--- src/rtl/fir_tap_buffer.sv ---
// -----------------------------------------------------------------------------
// fir_tap_buffer
//
// Coefficient store for the FIR HWPE. Receives packed 32-bit beats from the H
// source streamer, splits each beat into two 16-bit taps and holds the full
// tap set in registers for the datapath. A one-cycle done pulse tells the
// controller the set is complete.
//
// Parameters
//   NB_TAPS    number of taps stored (>= 1, odd allowed)
//   TAP_WIDTH  tap width, fixed at 16 (two taps per 32-bit beat)
//
// Ports
//   clk_i      clock
//   rst_ni     asynchronous active-low reset
//   clear_i    synchronous clear: back to IDLE, taps zeroed
//   start_i    one-cycle pulse, begins (or restarts) a load
//   h_valid_i  H stream valid
//   h_ready_o  H stream ready (decoded from registered state only)
//   h_data_i   H stream data, tap 2k in [15:0], tap 2k+1 in [31:16]
//   taps_o     stored taps, taps_o[i] is tap i
//   done_o     one-cycle pulse, first cycle after the final handshake
//   full_o     level, buffer holds a complete tap set
//
// Build option
//   FIR_TAP_BUFFER_REVERSE_EN  when defined, memory word i lands in
//                              taps_o[NB_TAPS-1-i] (time-reversed taps)
// -----------------------------------------------------------------------------
module fir_tap_buffer #(
    parameter int NB_TAPS   = 50,
    parameter int TAP_WIDTH = 16
) (
    input  logic                                 clk_i,
    input  logic                                 rst_ni,
    input  logic                                 clear_i,
    input  logic                                 start_i,
    input  logic                                 h_valid_i,
    output logic                                 h_ready_o,
    input  logic [2*TAP_WIDTH-1:0]               h_data_i,
    output logic [NB_TAPS-1:0][TAP_WIDTH-1:0]    taps_o,
    output logic                                 done_o,
    output logic                                 full_o
);

    localparam int NB_BEATS = (NB_TAPS + 1) / 2;
    localparam int CNT_W    = $clog2(NB_BEATS + 1);

    typedef enum logic [1:0] {
        ST_IDLE = 2'b00,
        ST_LOAD = 2'b01,
        ST_FULL = 2'b10
    } state_t;

    state_t                             state_r;
    state_t                             state_s;
    logic [CNT_W-1:0]                   cnt_r;
    logic [CNT_W-1:0]                   cnt_s;
    logic                               done_r;
    logic                               done_s;
    logic                               wr_en_s;
    logic                               handshake_s;
    logic [NB_TAPS-1:0][TAP_WIDTH-1:0]  taps_r;

    // Output index of memory word i; reversal is a pure wiring choice.
    function automatic int tap_idx(input int i);
`ifdef FIR_TAP_BUFFER_REVERSE_EN
        return NB_TAPS - 1 - i;
`else
        return i;
`endif
    endfunction

    assign h_ready_o   = (state_r == ST_LOAD);
    assign full_o      = (state_r == ST_FULL);
    assign done_o      = done_r;
    assign taps_o      = taps_r;
    assign handshake_s = h_valid_i & h_ready_o;

    // Next-state, beat counter and write-enable decode.
    always_comb begin
        state_s = state_r;
        cnt_s   = cnt_r;
        done_s  = 1'b0;
        wr_en_s = 1'b0;
        if (clear_i) begin
            state_s = ST_IDLE;
            cnt_s   = {CNT_W{1'b0}};
        end else begin
            case (state_r)
                ST_IDLE: begin
                    if (start_i) begin
                        state_s = ST_LOAD;
                        cnt_s   = {CNT_W{1'b0}};
                    end else begin
                        state_s = ST_IDLE;
                    end
                end
                ST_LOAD: begin
                    // A restart wins over a coincident beat: the beat is dropped.
                    if (start_i) begin
                        cnt_s = {CNT_W{1'b0}};
                    end else if (handshake_s) begin
                        wr_en_s = 1'b1;
                        cnt_s   = cnt_r + CNT_W'(1);
                        if (cnt_r == CNT_W'(NB_BEATS - 1)) begin
                            state_s = ST_FULL;
                            done_s  = 1'b1;
                        end else begin
                            state_s = ST_LOAD;
                        end
                    end else begin
                        state_s = ST_LOAD;
                    end
                end
                ST_FULL: begin
                    if (start_i) begin
                        state_s = ST_LOAD;
                        cnt_s   = {CNT_W{1'b0}};
                    end else begin
                        state_s = ST_FULL;
                    end
                end
                default: begin
                    state_s = ST_IDLE;
                    cnt_s   = {CNT_W{1'b0}};
                end
            endcase
        end
    end

    // State, counter and done pulse registers.
    always_ff @(posedge clk_i or negedge rst_ni) begin
        if (!rst_ni) begin
            state_r <= ST_IDLE;
            cnt_r   <= {CNT_W{1'b0}};
            done_r  <= 1'b0;
        end else begin
            state_r <= state_s;
            cnt_r   <= cnt_s;
            done_r  <= done_s;
        end
    end

    // Tap storage: beat k writes memory words 2k and 2k+1; a word index at or
    // beyond NB_TAPS simply has no register, which discards the odd upper half.
    always_ff @(posedge clk_i or negedge rst_ni) begin
        if (!rst_ni) begin
            taps_r <= '0;
        end else if (clear_i) begin
            taps_r <= '0;
        end else begin
            for (int i = 0; i < NB_TAPS; i++) begin
                if (wr_en_s && (cnt_r == CNT_W'(i / 2))) begin
                    if ((i % 2) == 0) begin
                        taps_r[tap_idx(i)] <= h_data_i[TAP_WIDTH-1:0];
                    end else begin
                        taps_r[tap_idx(i)] <= h_data_i[2*TAP_WIDTH-1:TAP_WIDTH];
                    end
                end
            end
        end
    end

endmodule
--- config.mk ---
export PLATFORM = sky130hd
export DESIGN_NAME = fir_tap_buffer
export DESIGN_NICKNAME = d
export VERILOG_FILES = /design/src/rtl/fir_tap_buffer.sv
export SDC_FILE = /design/constraint.sdc
export NUM_CORES = 1
export LEC_CHECK = 0
export BUFFER_PORTS_ARGS = -buffer_cell sky130_fd_sc_hd__buf_2
export CAP_MARGIN = 15
export CORE_AREA = 2 2 331 333
export CTS_BUF_LIST = sky130_fd_sc_hd__clkbuf_4
export DETAILED_ROUTE_END_ITERATION = 7
export DIE_AREA = 0 0 333 335
export HOLD_SLACK_MARGIN = 0.15
export PLACE_DENSITY = 0.51
export SKIP_CTS_REPAIR_TIMING = 1
export SLEW_MARGIN = 40
export SYNTH_ARGS = -nofsm -noshare
export SYNTH_HDL_FRONTEND = slang
export SYNTH_SLANG_ARGS = --single-unit
--- constraint.sdc ---
create_clock -name clk_i -period 4.6 [get_ports clk_i]
set_input_delay 0.23 -clock clk_i [delete_from_list [all_inputs] [get_ports clk_i]]
set_output_delay 0.23 -clock clk_i [all_outputs]
set_load 0.005 [all_outputs]
# Yosys cells after proc, flatten, opt, wreduce, memory -nomap -nowiden
# Index checks and enable logic that the tools add are counted.
[op_classes] n_eq_ne=29 n_mux=72 n_bitwise=1 multipliers=0 shifts=0 n_reduce_logical=54 order_cmp=0 div=0 add_sub_neg=1
[ops] op="$mux 16" count=50
[ops] op="$mux 800" count=1
[ops] op="$reduce_bool 2->1" count=25
[ops] op="$eq 5x5->1 const B" count=9
[ops] op="$eq 5x4->1 const B" count=8
[ops] op="$logic_and 1x1->1" count=25
[ops] op="$eq 5x3->1 const B" count=4
[ops] op="$mux 5" count=4
[ops] op="$eq 5x2->1 const B" count=2
[ops] op="$mux 1" count=10
[ops] op="$mux 2" count=5
[ops] op="$pmux 5 s2" count=1
[ops] op="$pmux 2 s3" count=1
[ops] op="$add 5x1->5 const B" count=1
[ops] op="$eq 5x1->1 const B" count=1
[ops] op="$logic_not 5->1" count=1
[ops] op="$ne 4x3->1 const B" count=1
[ops] op="$ne 3x1->1 const B" count=1
[ops] op="$ne 3x3->1 const B" count=1
[ops] op="$eq 2x1->1 const B" count=1
[ops] op="$eq 2x2->1 const B" count=1
[ops] op="$logic_not 2->1" count=1
[ops] op="$reduce_and 2->1" count=1
[ops] op="$reduce_or 2->1" count=1
[ops] op="$and 1x1->1" count=1
[totals] latch_bits=0 ramBits=0 out_inout_bits=803 reg_bits=808 romBits=0 memories=0

# Logic depth before layout (Yosys ltp)
[depth] word_depth=9 ltp_mapped=8 mapped_depth_nobuf=6

# Least setup slack after synthesis
# No wires, ideal clock.
[synth_path] kind="register to register" from="register cnt_r[1]" to="register taps_r (netlist bit taps_o[496])" stages_incl_launch_ff=9 arrival_time_ns=2.014 setup_slack_ns=2.450 required_time_ns=4.464 path_buffers=2 cell_sequence="dfrtp_1 > ha_1 > clkbuf_1 > and3_1 > ha_1 > or3b_2 > clkbuf_1 > o21ai_0 > a21oi_1"
[synth_via] elab_chain_cells=3
[synth_lines] element="from (decl)" line="56" source="logic [CNT_W-1:0] cnt_r;"
[synth_lines] element="from (signal assigned)" line="135" source="cnt_r <= {CNT_W{1'b0}};"
[synth_lines] element="from (signal assigned)" line="139" source="cnt_r <= cnt_s;"
[synth_lines] element="$eq 5x4->1" line="153" source="if (wr_en_s && (cnt_r == CNT_W'(i / 2))) begin"
[synth_lines] element="$logic_and 1x1->1" line="153"
[synth_lines] element="$reduce_bool 2->1 (no source line)"
[synth_lines] element="to (signal, indexed assignment)" line="155" source="taps_r[tap_idx(i)] <= h_data_i[TAP_WIDTH-1:0];"
[synth_lines] element="to (signal, indexed assignment)" line="157" source="taps_r[tap_idx(i)] <= h_data_i[2*TAP_WIDTH-1:TAP_WIDTH];"
[synth_lines] element="to (decl)" line="62" source="logic [NB_TAPS-1:0][TAP_WIDTH-1:0] taps_r;"
# No other way between the ends.
# A chain may end at the register's enable or synchronous reset.

# Worst setup path in the final report
[layout_path] from="register cnt_r[1]" to="register taps_r (netlist bit taps_o[502])"
# The elaborated chain is that of the path after synthesis.

==> reports/qor.yml <==
run_status:
  outcome: "finished, violations left"
  violations: "DRC"
synthesis:
  yosysTopAreaCellShare_pct: 56.93
  ys_async_sr_fraction_pct: 100.0
  synth_area_leader_cell: "dfrtp_1"
  netlist_area_um2: 35520
  synth_ff_type: "dfrtp_1"
  synth.net_count: 2899
  yosysUniqueCellTypes: 40
  syn_area_per_cell_um2: 12.43
  synth_edf_count: 0
  yosysWarnings: 0
  ys_seq_area_share_pct: 56.93
  ys_seq_elements: 808
  synth_area_leaders: "dfrtp_1 57%, mux2i_1 21%, nand2b_1 14%, clkbuf_1 1.9%, a21oi_1 0.96%"
  netlist_instances: 2857
cells_and_area:
  final_core_util_pct: 41.95
  nFillCells: 10580
  drive_gt1_share_pct: 33.39
  nets: 3870
  area_growth_pct: 27.66
setup_path:
  path_cells: "ha_1 > and3_1 > ha_1 > nor3b_2 > buf_4 > nand3_1 > dlygate4sd3_1 > a21oi_1 > dlygate4sd3_1"
  cp_data_arrival_time_ns: 4.51
  cp-end-kind: "flop"
  cp.required_ns: 5.63
  critPathBufInv: 3
  crit_path_max_fanout: 32
  critPathMaxStageDelay_ns: 0.62
  crit_type: "flop to flop"
  slowest_stage: "dlygate4sd3_1"
  path_delay_family: "buffers and inverters"
  cp-start-kind: "flop"
floorplanning:
  die_h_um: 335
  die_w_um: 333
  core_area_um2: 108100
  io_pins: 840
  initial_utilization_pct: 32.86
  dieArea_um2: 111600
  rows: 121
detailed_routing:
  drc: 9
  via_per_inst: 4.886
  wire_per_inst_um: 26.76
  wirelength_mm: 145.1
  first_pass_iters: 8
  ant_nets: 0
  initialDrtViolationCount: 1870
  vias: 26500
grt:
  grt_pass1_wl_mm: 201.2
  overflow: 0
  antenna_found_initial: 11
  grt_max_degree: 226
  grt_pass1_vias: 26450
  gr-usage-all-layers_pct: 25.05
timing:
  final.period_utilization_pct: 75.52
  relSlewSlack_pct: 41.89
  rsz0062_at_grt: "no"
  min_period_ns: 3.474
  max_freq_mhz: 287.9
  finalClockSkew_ns: 0.1228
  hold_slack_ns: 0.2696
  tns_ns: 0
  finalSetupViolCount: 0
  hold_viol: 0
  tightest_slew_ns: 0.8716
  worst_slack_ns: 1.126
  maxSlewViolCount: 0
cts:
  clk_latency_ns: 1.13
  cts-root-buf: "clkbuf_4"
  clock_sinks: 808
  cts_buffer_depth: 3
  path_clk_slew_ns: 0.06
  cts_max_level: 4
  cts_buffers: 223
  cts_tree: "done"
place:
  globalplace.congestion: 0.7954
  dpl.hpwl_mm: 92.35
  post-place-ws_ns: 1.582
  io_buffer_count: 839
pwr:
  vdd_drop_max_mv: 0.1884
  leakagePower_nw: 27.12
  p_per_area_nw_per_um2: 325.7
job:
  maxCapViolCount: 0
hold_path:
  hp-class: "input port to flop"
-- cell usage after synthesis, types with 6 or more instances --
master    number
clkbuf_1     180
nand3_1       38
dfrtp_1      808
o31ai_1       33
a21oi_1       68
buf_2         37
nand2b_1     772
buf_4         33
nand3_2       11
buf_6         22
mux2i_1      737
nand4_1       33
inv_1          6
o21ai_0       34
-- path summary, 6_finish.rpt --
kind	slack, ns	end	from	cells past startpoint
setup / recovery	1.13	taps_o[502]	cnt_r[1]	9
min in group asynchronous	0.43	taps_o[615]	rst_ni	4
hold reg to reg	0.54	taps_o[322]	taps_o[322]	2
max in group asynchronous	3.35	taps_o[273]	rst_ni	5
setup reg to reg	1.13	taps_o[502]	cnt_r[1]	9
hold / removal	0.27	cnt_r[1]	h_valid_i	5
-- power breakdown --
part           internal [W]  leakage [nW]  switching (W)
clock               0.00356          1.74        0.00328
combinational      0.000235          14.1       0.000571
sequential          0.00711          11.3     0.00000493
-- cells by family after synthesis --
kind of cell,after synthesis,synth area share (%)
buffers and inverters,282,3.924
AO/OA/AOI/OAI,140,2.247
AND/OR/NAND/NOR,885,15.96
multiplexers,737,20.77
adder cells (fa/ha/maj),5,0.1761
flip-flops,808,56.93
-- sequential cells by signal, indices dropped and copies added, names as in the netlist --
name     flops
state_r      2
taps_o     800
done_o       1
cnt_r        5
-- stage by stage --
stage	instances	cell area (µm²)	power, W
after floorplan	2857	35520	0.007548
after global placement	4886	40760	0.007991
after detailed placement	4894	41080	0.008008
after CTS	5295	44030	0.01496
after global routing	5422	45340	0.01544
final	5424	45340	0.01477
-- layout make-up --
class,count,area [µm²],area share [%]
inverters,6,22.52,0.04967
clock inverters,51,321.6,0.7092
multi-input cells,1767,14200,31.31
clock buffers,350,2628,5.795
well taps,1414,1769,3.902
flip-flops and latches,808,20220,44.59
diodes,6,15.01,0.03311
repair buffers,1022,6171,13.61
-- layout by cell type (no fill, tap or decap), drive strengths merged, types with 4 or more instances in the layout --
| master | instances |
|---|---|
| buf | 904 |
| dfrtp | 808 |
| nand2b | 772 |
| mux2i | 737 |
| clkbuf | 350 |
| dlygate4sd3 | 118 |
| a21oi | 68 |
| nand3 | 54 |
| clkinv | 41 |
| o21ai | 34 |
| nand4 | 33 |
| o31ai | 33 |
| inv | 10 |
| diode | 6 |
| ha | 5 |
| clkinvlp | 4 |
-- worst reg2reg max path: cells and delay by family, from the launching register on --
family,cells,cell delay [ns]
flip-flops,1,0.46
buffers and inverters,3,1.57
AND/OR/NAND/NOR,3,0.58
AO/OA/AOI/OAI,1,0.13
adder cells (fa/ha/maj),2,0.77
-- layer usage --
| metal | global-route usage (%) | up-vias | part of all wire [%] |
|---|---|---|---|
| met2 | 40.31 | 1076 | 48 |
| met5 | 0 | - | 0 |
| met3 | 7.801 | 257 | 7.4 |
| met1 | 30.86 | 13500 | 41 |
| met4 | 11.19 | 0 | 4.1 |
| li1 | - | 11670 | - |
(Power assumes the default switching activity.)
